**src/rtl/alu_issue_queue.sv**
```systemverilog
// In-order issue buffer in front of the ALU: forms final operands at enqueue, queues DEPTH ops.
// Latency 1 cycle (0 with ALU_ISSUE_BYPASS_EN defined); in_allowin depends only on occupancy, never on out_allowin.
// Backpressure: a full queue refuses input even in a dequeue cycle; ID holds in_valid until accepted.
module alu_issue_queue #(
    parameter int DEPTH  = 2,
    parameter int DEST_W = 5
) (
    input  logic                     clk,
    input  logic                     resetn,
    input  logic                     flush,
    input  logic                     in_valid,
    output logic                     in_allowin,
    input  logic [11:0]              in_alu_control,
    input  logic [31:0]              in_src1,
    input  logic [31:0]              in_src2,
    input  logic [15:0]              in_imm,
    input  logic [4:0]               in_sa,
    input  logic                     in_src1_is_sa,
    input  logic                     in_src2_is_imm,
    input  logic                     in_imm_zext,
    input  logic [DEST_W-1:0]        in_dest,
    output logic                     out_valid,
    input  logic                     out_allowin,
    output logic [11:0]              alu_control,
    output logic [31:0]              alu_src1,
    output logic [31:0]              alu_src2,
    output logic [DEST_W-1:0]        out_dest,
    output logic                     out_bad_op,
    output logic [$clog2(DEPTH):0]   count
);

    localparam int PTR_W = $clog2(DEPTH);
    localparam int CNT_W = PTR_W + 1;
    localparam logic [CNT_W-1:0] FULL_CNT = CNT_W'(DEPTH);

    typedef struct packed {
        logic [11:0]       ctrl;
        logic [31:0]       src1;
        logic [31:0]       src2;
        logic [DEST_W-1:0] dest;
        logic              bad;
    } entry_t;

    entry_t            mem_q [DEPTH];
    entry_t            mem_d [DEPTH];
    logic [PTR_W-1:0]  wr_ptr_q, wr_ptr_d;
    logic [PTR_W-1:0]  rd_ptr_q, rd_ptr_d;
    logic [CNT_W-1:0]  count_q, count_d;

    entry_t formed;
    entry_t sel;
    logic   head_vld;
    logic   q_enq;
    logic   q_deq;
    logic   byp_take;

    function automatic logic is_one_hot(input logic [11:0] v);
        int n;
        n = 0;
        for (int i = 0; i < 12; i++) begin
            if (v[i]) n++;
        end
        return n == 1;
    endfunction

    always_comb begin
        formed      = '0;
        formed.ctrl = in_alu_control;
        formed.src1 = in_src1_is_sa ? {27'b0, in_sa} : in_src1;
        if (!in_src2_is_imm) begin
            formed.src2 = in_src2;
        end else if (in_imm_zext) begin
            formed.src2 = {16'b0, in_imm};
        end else begin
            formed.src2 = {{16{in_imm[15]}}, in_imm};
        end
        formed.dest = in_dest;
        // Malformed selects still issue; the flag just travels with the op.
        formed.bad  = !is_one_hot(in_alu_control);
    end

    assign head_vld   = (count_q != '0);
    assign in_allowin = (count_q != FULL_CNT);
    assign q_deq      = head_vld && out_allowin;

`ifdef ALU_ISSUE_BYPASS_EN
    // An empty queue passes the formed op straight through; if EXE takes it, it is never stored.
    assign byp_take = !head_vld && in_valid && out_allowin;
`else
    assign byp_take = 1'b0;
`endif

    assign q_enq = in_valid && in_allowin && !byp_take;

    always_comb begin
        mem_d    = mem_q;
        wr_ptr_d = wr_ptr_q;
        rd_ptr_d = rd_ptr_q;
        count_d  = count_q;
        if (flush) begin
            wr_ptr_d = '0;
            rd_ptr_d = '0;
            count_d  = '0;
        end else begin
            if (q_enq) begin
                mem_d[wr_ptr_q] = formed;
                wr_ptr_d        = wr_ptr_q + 1'b1;
            end
            if (q_deq) begin
                rd_ptr_d = rd_ptr_q + 1'b1;
            end
            case ({q_enq, q_deq})
                2'b10:   count_d = count_q + 1'b1;
                2'b01:   count_d = count_q - 1'b1;
                default: count_d = count_q;
            endcase
        end
    end

    always_ff @(posedge clk or negedge resetn) begin
        if (!resetn) begin
            for (int i = 0; i < DEPTH; i++) begin
                mem_q[i] <= '0;
            end
            wr_ptr_q <= '0;
            rd_ptr_q <= '0;
            count_q  <= '0;
        end else begin
            mem_q    <= mem_d;
            wr_ptr_q <= wr_ptr_d;
            rd_ptr_q <= rd_ptr_d;
            count_q  <= count_d;
        end
    end

    always_comb begin
        sel       = mem_q[rd_ptr_q];
        out_valid = head_vld;
`ifdef ALU_ISSUE_BYPASS_EN
        if (!head_vld && in_valid) begin
            sel       = formed;
            out_valid = 1'b1;
        end
        if (flush) begin
            out_valid = 1'b0;
        end
`endif
        // Fields are zeroed when idle so the ALU never sees stale operands.
        if (out_valid) begin
            alu_control = sel.ctrl;
            alu_src1    = sel.src1;
            alu_src2    = sel.src2;
            out_dest    = sel.dest;
            out_bad_op  = sel.bad;
        end else begin
            alu_control = '0;
            alu_src1    = '0;
            alu_src2    = '0;
            out_dest    = '0;
            out_bad_op  = 1'b0;
        end
    end

    assign count = count_q;

endmodule

```
**config.mk**
```make
export PLATFORM = sky130hd
export DESIGN_NAME = alu_issue_queue
export DESIGN_NICKNAME = d
export VERILOG_FILES = /design/src/rtl/alu_issue_queue.sv
export SDC_FILE = /design/constraint.sdc
export NUM_CORES = 1
export LEC_CHECK = 0
export ABC_CLOCK_PERIOD_IN_PS = 2200
export BUFFER_PORTS_ARGS = -buffer_cell sky130_fd_sc_hd__buf_2
export CAP_MARGIN = 20
export CORE_ASPECT_RATIO = 1.4
export CORE_MARGIN = 2
export CORE_UTILIZATION = 52
export CTS_CLUSTER_DIAMETER = 100
export DETAILED_ROUTE_END_ITERATION = 8
export PLACE_DENSITY = 0.75
export SETUP_SLACK_MARGIN = 0.02
export SKIP_LAST_GASP = 1
export SYNTH_ARGS = -nofsm -noshare
export SYNTH_HDL_FRONTEND = slang
export SYNTH_SLANG_ARGS = --single-unit
```
**constraint.sdc**
```tcl
create_clock -name clk -period 2.2 [get_ports clk]
set_input_delay 0.44 -clock clk [delete_from_list [all_inputs] [get_ports clk]]
set_output_delay 0.44 -clock clk [all_outputs]
set_load 0.01 [all_outputs]
```
; Word-level counts from Yosys, hierarchy flattened
; Cells that the tools add are included.
[totals]
reg_bits = 168
input_bits = 110
output_inout_bits = 86
wordCells = 79
[classes]
add_sub_neg = 15
order_cmp = 3
n_eq_ne = 4
n_mux = 32
n_bitwise = 3
n_reduce_logical = 9
[op_table]
columns = cell, n
row1 = $mux 32, 16
row2 = $add 32x2->32 const B, 11
row3 = $mux 82, 4
row4 = $bwmux 164, 1
row5 = $demux 82 s1, 1
row6 = $eq 32x2->1 const B, 1
row7 = $mux 12, 1
row8 = $mux 1, 6
row9 = $reduce_bool 2->1, 3
row10 = $mux 5, 1
row11 = $ge 2x2->1 const B, 2
row12 = $not 1->2, 2
row13 = $pmux 2 s2, 1
row14 = $logic_and 1x1->1, 3
row15 = $reduce_bool 3->1, 1
row16 = $add 1x1->1 const B, 2
row17 = $add 2x1->2 const B, 1
row18 = $eq 2x1->1 const B, 1
row19 = $eq 2x2->1 const B, 1
row20 = $lt 2x1->1 const B, 1
row21 = $mux 2, 1
row22 = $ne 2x2->1 const B, 1
row23 = $reduce_and 2->1, 1
row24 = $sub 2x1->2 const B, 1
row25 = other kinds (2), 2

; Logic depth before layout (Yosys ltp)
; Gate-level depths: netlist of run 1.
[depth]
depth_word = 26
depth_mapped = 36
ltp_nobuf = 36

; Worst setup path before layout of run 1
; Ideal clock, no wire load.
[synth_timing]
path_kind = in2reg
startpoint = input in_alu_control[0]
endpoint = register mem_q[82] (netlist name)
setup_ns = 0.125
arrival_time_ns = 6.423
t_required_ns = 2.075
path_slack_ns = -4.348
stages = 33
path_cell_list = ha_1 > or2_2 > nand2_1 > inv_1 > ha_1 > nand2_1 > o21ai_0 > ha_1 > mux2_2 > ha_1 > o2bb2ai_1 > o41ai_1 > ha_1 > nor2b_1 > a21oi_1 > ha_1 > nand2_1 > o21ai_0 > ha_1 > nand2_1 > o21ai_0 > a31oi_1 > inv_1 > ha_1 > nand2_1 > o21ai_1 > ha_1 > mux2_2 > ha_1 > or3_1 > mux2i_1 > nand4_1 > mux2_2
[synth_via]
elab_chain_len = 26
[synth_rtl]
columns = element, line_no
row1 = start: declaration, 13  ; input logic [11:0] in_alu_control,
row2 = $mux 1 *, 61  ; if (v[i]) n++;
row3 = $add 32x2->32, 61
row4 = $mux 32 *, 61
row5 = $add 32x2->32, 61
row6 = $mux 32 *, 61
row7 = $add 32x2->32, 61
row8 = $mux 32 *, 61
row9 = $add 32x2->32, 61
row10 = (+10 left out), --
row11 = $mux 32 *, 61
row12 = $add 32x2->32, 61
row13 = $mux 32 *, 61
row14 = $add 32x2->32, 61
row15 = $mux 32 *, 61
row16 = $eq 32x2->1 *, 63  ; return n == 1;
row17 = $logic_not 1->1 *, 79  ; formed.bad = !is_one_hot(in_alu_control);
row18 = $bwmux 164 *, 106  ; mem_d[wr_ptr_q] = formed;
row19 = end signal: assignment, 129  ; mem_q <= mem_d;
row20 = end: declaration, 44  ; entry_t mem_q [DEPTH];
; Mark *: on every way between the ends. The rest lies on a longest branch, timed or not.
; A chain may end at the register's enable or synchronous reset.

; Worst setup path after layout of run 1
[layout_timing]
startpoint = input in_alu_control[1]
endpoint = register mem_q[0] (netlist name)
[layout_via]
elab_chain_len = 24
[layout_rtl]
columns = element, line_no
row1 = $mux 32 *, 61
row2 = $add 32x2->32, 61
row3 = $mux 32 *, 61
row4 = $add 32x2->32, 61
row5 = $mux 32 *, 61
row6 = $add 32x2->32, 61
row7 = $mux 32 *, 61
row8 = $add 32x2->32, 61
row9 = (+8 left out), --
row10 = $mux 32 *, 61
row11 = $add 32x2->32, 61
row12 = $mux 32 *, 61
row13 = $add 32x2->32, 61
row14 = $mux 32 *, 61
row15 = $eq 32x2->1 *, 63
row16 = $logic_not 1->1 *, 79
row17 = $bwmux 164 *, 106
; Marks and branches as above.

==> results.yml, run 1 <==
synth:
  synth_edf_count: 0
  yosysMostFrequentCell: "nand2_1"
  yosysTopAreaCell: "dfrtp_1"
  ys_top_cells_by_area: "dfrtp_1 (47%), mux2i_1 (12%), nand2_1 (8.6%)"
  yosys_warnings: 0
  syn_area_per_cell_um2: 9.185
  ys_seq_elements: 168
  netlist_area_mm2: 0.008882
  synth_top_area_share_pct: 47.33
  async_reset_ff_share_pct: 100.0
  synthesis.nets: 1088
  ys_seq_area_share_pct: 47.33
  yosysUniqueCellTypes: 55
  postSynthCellCount: 967
  yosys-top-cells-count: "nand2_1 (204), dfrtp_1 (168), o21ai_0 (149)"
  synth_ff_type: "dfrtp_1"
critical_path:
  cp_slowest_cell: "mux2_4"
  cp_num_buf_inv: 25
  path_delay_family: "buffers and inverters"
  path_max_fanout: 6
  cp-end-kind: "flip-flop"
  cpMostUsedCell: "buf_4"
  critPathRequiredTime_ps: 2500
  critPathArrivalTime_ps: 5940
  crit_type: "in -> reg"
  start_kind: "primary input"
  critPathMaxStageDelay_ps: 280
cells_and_area:
  fin_area_mm2: 0.01185
  drive_above_1_share_pct: 32.50
  post-route-util_pct: 70.76
  instances_no_fill: 1447
  seq_area_mm2: 0.004208
  area_growth_pct: 33.41
  fill_cells: 1260
  multi_input_area_mm2: 0.004672
  nets: 1351
pwr:
  p_leak_nw: 5.783
  switchingPower_mw: 3.553
  ir_worst_vdd_v: 0.0006411
  power.internal_mw: 7.802
  p_seq_share_pct: 36.6
  clkPwrFrac_pct: 29.5
  p_comb_share_pct: 33.8
  power_density_mw_per_mm2: 958.2
  p_sw_share_pct: 31.29
  total_power_mw: 11.35
sta:
  worst_slack_ps: -3439
  rsz0062_at_grt: "true"
  fin_crit_sh_pct: 256.3
  finalMaxSlewViolations: 0
  fin_crit_ps: 5639
  tightest_slew_ps: 585.7
  max_slew_margin_pct: 60.95
  hold_ws_ps: 220.6
  hold_viol: 0
  clock_skew_ps: 11.24
  fmax_mhz: 177.3
  finalSetupTns_ps: -6874
  finalSetupViolations: 2
placed_design:
  dp_slack_ps: -4265
  place_area_mm2: 0.01075
  dp_cells: 1381
  dp_hpwl_mm: 15.06
  globalplace.congestion: 0.8350
  io_buffers: 195
routing:
  drc_errors: 0
  viasPerCell: 5.325
  wirelength_mm: 22.74
  ant_nets: 0
  num_vias: 7705
  firstDrtPassIters: 5
  drtIter0Drc: 468
  wl_per_cell_um: 15.72
floorplan:
  die-area_mm2: 0.01816
  die-height_um: 158.6
  rows: 56
  fp.dieW_um: 114.5
  initial_core_util_pct: 53.04
  coreArea_mm2: 0.01675
  ioPinCount: 196
clock_network:
  cts_buffer_depth: 2
  cts_tree: "built"
  clk_latency_ps: 420
  clkTransAtPathRegs_ps: 70
  cts_made_buffers: 17
  ctsRootBufferMaster: "clkbuf_16"
  numClockSinks: 168
  htreeDepth: 4
worst_hold_path:
  hold_path.class: "in -> reg"
global_routing:
  grt_pass1_vias: 7637
  grt_pass1_wl_mm: 36.75
  grt.total_usage_pct: 25.63
  grt_max_degree: 101
  antenna_found_initial: 2
  overflow: 0
run_status:
  status: "finished, violations left"
  violations: "negative setup slack"
job:
  max_cap_violations: 0
path summary, 6_finish.rpt:
path                              end              start  slack [ps]  depth (start not counted)
setup / recovery             mem_q[0]  in_alu_control[1]       -3440                         39
hold / removal              mem_q[84]         in_dest[1]         220                          3
setup reg to reg           mem_q[152]           count[0]         250                          6
hold reg to reg             mem_q[86]          mem_q[86]         480                          2
max in group asynchronous    rd_ptr_q             resetn        1050                          3
min in group asynchronous  mem_q[102]             resetn         520                          2
worst reg2reg max path, stage by stage (launching register included):
cell	delay [ps]
dfrtp_1	460
nand2b_1	200
nand2_1	170
or3_4	390
buf_4	290
nand2_1	200
o21ai_0	100
power groups by stage:
| stage | clock network, mW | logic, mW | registers (mW) |
|---|---|---|---|
| after floorplan | 0 | 2.21 | 4.11 |
| after global placement | 0 | 3.28 | 4.18 |
| after detailed placement | 0 | 3.39 | 4.22 |
| after CTS | 3.39 | 3.59 | 4.17 |
| after global routing | 3.52 | 4.28 | 4.25 |
| final | 3.35 | 3.84 | 4.16 |
cells in the final DEF (no fill, tap or decap), types with 3 or more instances in the layout:
| master | count |
|---|---|
| nand2_1 | 198 |
| buf_2 | 192 |
| dfrtp_1 | 167 |
| o21ai_0 | 145 |
| mux2i_1 | 104 |
| buf_4 | 104 |
| nor2_1 | 94 |
| nand2b_1 | 30 |
| a21oi_1 | 23 |
| clkbuf_16 | 17 |
| mux2_2 | 11 |
| buf_12 | 10 |
| inv_1 | 9 |
| xnor2_1 | 8 |
| ha_4 | 8 |
| nor3_1 | 5 |
| xnor3_1 | 5 |
| xor2_1 | 5 |
| nand3_1 | 5 |
| xnor2_2 | 5 |
| nand4_1 | 5 |
| bufinv_16 | 5 |
| nand2_4 | 4 |
| a31oi_1 | 4 |
| nor2b_1 | 4 |
| mux2_4 | 4 |
| inv_4 | 3 |
| o21ai_1 | 3 |
| ha_1 | 3 |
| inv_8 | 3 |
| inv_6 | 3 |
repair_timing:
item	4_1_cts	5_1_grt
gates resized for setup	17	18
hold buffers	1	0
buffers inserted	30	4
endpoints found under the setup margin	68	2
endpoints found under the hold margin	37	0
pin swaps	16	11
state kept, by name, summed over array words and instances, names as in the netlist:
signal    flops
count         2
mem_q       164
rd_ptr_q      1
wr_ptr_q      1
cell families after synthesis:
family                     after synthesis  share of synthesized area (%)
adders and majority gates               11                          1.549
and+or+nand+nor                        364                          17.31
xor gates and xnor gates                29                          4.691
muxes                                  119                          13.62
buffers and inverters                   79                          3.423
DFF                                    168                          47.33
AOI/OAI and AO/OA                      197                          12.07
per-layer routing:
metal / share of wire (%) / track usage [%]
met1: 41 / 31.59
met2: 53 / 45.05
met3: 3.8 / 4.111
met4: 2.4 / 9.814
met5: 0.057 / 0
layout make-up:
| class | count | share of cell area, % |
|---|---|---|
| diodes | 1 | 0.02112 |
| clock buffers | 18 | 3.622 |
| clock inverters | 14 | 1.985 |
| inverters | 13 | 0.4751 |
| multi-input cells | 720 | 39.43 |
| flip-flops and latches | 168 | 35.51 |
| well taps | 203 | 2.143 |
| repair buffers | 310 | 16.82 |
(Power assumes the default switching activity.)
==> run 2, diff against run 1 <==
==> constraint.sdc (replaced) <==
create_clock -name clk -period 2.2 [get_ports clk]
set_input_delay 0.44 -clock clk [delete_from_list [all_inputs] [get_ports clk]]
set_output_delay 0.44 -clock clk [all_outputs]
set_load 0.02 [all_outputs]
==> results.yml, run 2 (synthesized netlist as in run 1, its figures left out) <==
worst_hold_path:
  min_from: "in_dest[0]"
  hold_path.class: "in -> reg"
  worstHoldPathCells: 3
placed_design:
  dp_hpwl_mm: 15.21
  place_area_mm2: 0.01073
  io_buffers: 195
  globalplace.congestion: 0.8377
cells_and_area:
  antenna_cells: 0
  area_growth_pct: 31.36
  fin_area_mm2: 0.01167
  nets: 1351
  post-route-util_pct: 69.67
  largest_register_ffs: 164
  drive_above_1_share_pct: 32.34
  fill_cells: 1287
  mostFrequentLayoutCell: "nand2_1"
  top_register: "mem_q"
  layout.cells.most_common_list: "nand2_1 (198), buf_2 (192), dfrtp_1 (167)"
floorplan:
  die-height_um: 158.6
  fp.dieW_um: 114.5
  die-area_mm2: 0.01816
  rows: 56
  coreArea_mm2: 0.01675
  ioPinCount: 196
  initial_core_util_pct: 53.04
critical_path:
  cp-end-kind: "flip-flop"
  critPathMaxStageDelay_ps: 280
  cpMostUsedCell: "buf_4"
  timing.rr.start: "count[0]"
  crit_type: "in -> reg"
  reg2reg_depth: 6
  critPathArrivalTime_ps: 6000
  critPathRequiredTime_ps: 2510
  start_kind: "primary input"
  startpoint: "in_alu_control[0]"
  cp_slowest_cell: "mux2_4"
  path_max_fanout: 6
clock_network:
  cts_tree: "built"
  clkTransAtPathRegs_ps: 60
  cts_made_buffers: 17
  clk_latency_ps: 430
  htreeDepth: 4
  cts_buffer_depth: 2
  ctsRootBufferMaster: "clkbuf_16"
  numClockSinks: 168
global_routing:
  gr-usage-met1_pct: 30.46
  grt_use_met2_pct: 44.94
  grt_pass1_wl_mm: 36.15
  antenna_found_initial: 0
  grt_busiest_layer: "met2"
  overflow: 0
  grt_max_degree: 101
  met3_usage_pct: 4.682
  grt.total_usage_pct: 25.45
  grt_pass1_vias: 7478
sta:
  fin_crit_sh_pct: 258.9
  hold_ws_ps: 218.5
  fmax_mhz: 175.6
  finalSetupViolations: 2
  rsz0062_at_grt: "true"
  max_slew_margin_pct: 61.09
  fin_crit_ps: 5695
  worst_slack_ps: -3495
  finalSetupTns_ps: -6982
  tightest_slew_ps: 583.6
  finalMaxSlewViolations: 0
  hold_viol: 0
  clock_skew_ps: 7.357
routing:
  wl_per_cell_um: 15.73
  drtIter0Drc: 601
  ant_nets: 0
  wirelength_mm: 22.75
  viasPerCell: 5.349
  num_vias: 7735
  firstDrtPassIters: 5
  drc_errors: 0
pwr:
  ir_worst_vdd_v: 0.0005459
  p_leak_nw: 5.711
  power_density_mw_per_mm2: 922.9
job:
  max_cap_violations: 0
run_status:
  violations: "negative setup slack"
  status: "finished, violations left"
==> run 2: cell count changes in the layout (fill, tap and decap cells not counted), moves of 3 or more <==
cell,change
clkbuf_8,+3
inv_8,-3
o21ai_2,+3
bufinv_16,-5
inv_6,-3
buf_6,+3
clkinv_2,+5
==> run 2: repair_timing <==
action | 4_1_cts | 5_1_grt
pin swaps | 15 | 1
endpoints found under the setup margin | 76 | 16
gates resized for setup | 17 | 15
hold buffers | 1 | 0
buffers inserted | 29 | 2
endpoints found under the hold margin | 37 | 0
==> run 2: per-layer routing <==
| layer | vias up | part of all wire, % |
|---|---|---|
| li1 | 3792 | - |
| met5 | - | 0 |
| met2 | 212 | 52 |
| met1 | 3682 | 40 |
| met4 | 0 | 3.0 |
| met3 | 49 | 4.4 |
==> run 2: through the flow <==
stage                     setup WS [ps]  cells  total power [mW]
final                             -3495   1446             10.77
after CTS                         -3441   1444             10.63
after floorplan                   -4020    967             6.441
after global placement            -4103   1382             7.569
after global routing              -3723   1446             11.42
after detailed placement          -4258   1382             7.715
==> run 2: worst paths after layout <==
check / slack [ps] / end
max: -3500 / mem_q[0]
min reg2reg: 480 / mem_q[156]
max reg2reg: 310 / mem_q[130]
min: 220 / mem_q[83]
max in group asynchronous: 1050 / count[0]
min in group asynchronous: 510 / mem_q[88]
==> run 2: area by class of cell <==
type / instances / area [um^2] / share of cell area, %
tap: 203 / 254.0 / 2.177
clock inverter: 11 / 75.07 / 0.6434
clock buffer: 21 / 470.5 / 4.032
multi-input combinational: 720 / 4627 / 39.66
timing repair buffer: 310 / 1979 / 16.97
inverter: 13 / 53.80 / 0.4611
sequential: 168 / 4208 / 36.06
==> run 2: critical path: cells and delay by family <==
kind	cells	cell delay, ps
simple gates	4	490
compound gates	3	500
xor+xnor	3	600
buf+inv	25	3040
mux	2	480
fa+ha+maj	2	420
==> run 2: power breakdown <==
part           switching, mW  internal, mW  total, mW
logic                   1.97          1.90       3.87
registers              0.364          3.80       4.16
clock network           1.20          1.53       2.73
total                   3.54          7.23       10.8
==> run 3, diff against run 2 <==
--- a/config.mk
+++ b/config.mk
@@ -8,12 +8,14 @@
 export ABC_CLOCK_PERIOD_IN_PS = 2200
 export BUFFER_PORTS_ARGS = -buffer_cell sky130_fd_sc_hd__buf_2
 export CAP_MARGIN = 20
+export CELL_PAD_IN_SITES_DETAIL_PLACEMENT = 0
+export CELL_PAD_IN_SITES_GLOBAL_PLACEMENT = 2
 export CORE_ASPECT_RATIO = 1.4
 export CORE_MARGIN = 2
-export CORE_UTILIZATION = 52
+export CORE_UTILIZATION = 33
 export CTS_CLUSTER_DIAMETER = 100
 export DETAILED_ROUTE_END_ITERATION = 8
-export PLACE_DENSITY = 0.75
+export PLACE_DENSITY_LB_ADDON = 0.25
 export SETUP_SLACK_MARGIN = 0.02
 export SKIP_LAST_GASP = 1
 export SYNTH_ARGS = -nofsm -noshare
==> results.yml, run 3 (synthesized netlist as in run 1, its figures left out) <==
pwr:
  power_density_mw_per_mm2: 920.3
  total_power_mw: 11.30
  p_leak_nw: 5.853
  ir_worst_vdd_v: 0.0005244
global_routing:
  overflow: 0
  grt_pass1_vias: 7566
  grt.total_usage_pct: 17.76
  grt_pass1_wl_mm: 39.00
  grt_max_degree: 75
  antenna_found_initial: 0
critical_path:
  critPathArrivalTime_ps: 5940
  cp_slowest_cell: "ha_1"
  path_delay_family: "adder cells"
  cpMostUsedCell: "ha_4"
  crit_type: "in -> reg"
  startpoint: "in_alu_control[1]"
  critPathMaxStageDelay_ps: 320
  cp_num_buf_inv: 3
  start_kind: "primary input"
  cp-end-kind: "flip-flop"
  critPathRequiredTime_ps: 2500
  timing.rr.start: "count[0]"
  r2r_setup_slack_ps: 400
  path_max_fanout: 3
worst_hold_path:
  hold_path.class: "in -> reg"
  min_from: "in_dest[2]"
run_status:
  violations: "negative setup slack"
  status: "finished, violations left"
routing:
  firstDrtPassIters: 4
  wirelength_mm: 26.08
  num_vias: 7510
  viasPerCell: 4.774
  ant_nets: 0
  drtIter0Drc: 262
  drc_errors: 0
  wl_per_cell_um: 16.58
cells_and_area:
  layout.cells.most_common_list: "nand2_1 (199), dfrtp_1 (167), buf_2 (161)"
  instances_no_fill: 1573
  area_growth_pct: 38.23
  fin_area_mm2: 0.01228
  antenna_cells: 0
  post-route-util_pct: 46.07
  mostFrequentLayoutCell: "nand2_1"
  fill_cells: 2686
  drive_above_1_share_pct: 32.77
  nets: 1353
  largest_register_ffs: 164
  top_register: "mem_q"
clock_network:
  clkTransAtPathRegs_ps: 60
  ctsRootBufferMaster: "clkbuf_16"
  cts_made_buffers: 17
  numClockSinks: 168
  cts_tree: "built"
  htreeDepth: 4
  clk_latency_ps: 420
  cts_buffer_depth: 2
sta:
  fin_crit_sh_pct: 256.0
  rsz0062_at_grt: "true"
  fin_crit_ps: 5632
  hold_viol: 0
  max_slew_margin_pct: 64.76
  finalMaxSlewViolations: 0
  tightest_slew_ps: 528.1
  fmax_mhz: 177.6
  finalSetupViolations: 3
  worst_slack_ps: -3432
  clock_skew_ps: 7.069
placed_design:
  dp_cells: 1512
  globalplace.congestion: 0.7844
  io_buffers: 195
  place_area_mm2: 0.01095
  dp_slack_ps: -4258
  dp_hpwl_mm: 16.86
floorplan:
  ioPinCount: 196
  die-height_um: 198.1
  fp.dieW_um: 142.7
  coreArea_mm2: 0.02665
  die-area_mm2: 0.02826
  initial_core_util_pct: 33.33
  rows: 71
job:
  max_cap_violations: 0
[run 3: area by class of cell]
cell class / instances / area, um^2 / share of cell area, %
Multi-Input combinational cell: 720 / 4639 / 37.79
Sequential cell: 168 / 4208 / 34.27
Timing Repair Buffer: 312 / 2336 / 19.03
Clock buffer: 21 / 460.4 / 3.750
Tap cell: 328 / 410.4 / 3.343
Clock inverter: 11 / 170.2 / 1.386
Inverter: 13 / 53.80 / 0.4382
[run 3: final timing paths]
check	to	cells after the start
max in group asynchronous	mem_q[83]	3
min in group asynchronous	mem_q[16]	2
setup / recovery	mem_q[0]	33
hold reg to reg	mem_q[87]	2
setup reg to reg	mem_q[45]	6
hold / removal	mem_q[85]	3
[run 3: repair_timing]
action / in CTS / in global routing
pin swaps: 15 / 10
hold buffers: 1 / 0
resized for setup: 21 / 58
gates cloned: 1 / 11
endpoints found under the setup margin: 47 / 85
endpoints found under the hold margin: 35 / 0
setup buffers: 6 / 11
[run 3: worst register-to-register path: cells and delay by family, from the launching register on]
family	cells	cell delay, ps
AOI/OAI and AO/OA	1	120
DFF	1	370
buffers and inverters	1	320
and+or+nand+nor	4	870
[run 3: through the flow]
step / setup TNS [ps] / hold WS [ps]
5_1_grt: -8056 / 219.7
2_1_floorplan: -8031 / 144.4
4_1_cts: -7595 / 203.7
3_5_place_dp: -8503 / 382.0
3_3_place_gp: -8357 / 383.0
6_report: -6850 / 219.5
[run 3: power by group]
part	total, mW	internal (mW)	switching (mW)
sequential	4.16	3.80	0.362
clock	3.22	1.96	1.26
combinational	3.92	1.96	1.96
total	11.3	7.72	3.58
[run 3: per-layer routing]
layer | vias to the layer above | track usage [%] | share of wire, %
met5 | - | 0 | 0
met4 | 0 | 4.950 | 1.4
met3 | 20 | 2.950 | 2.8
met2 | 124 | 32.55 | 53
met1 | 3564 | 21.28 | 43
li1 | 3802 | - | -
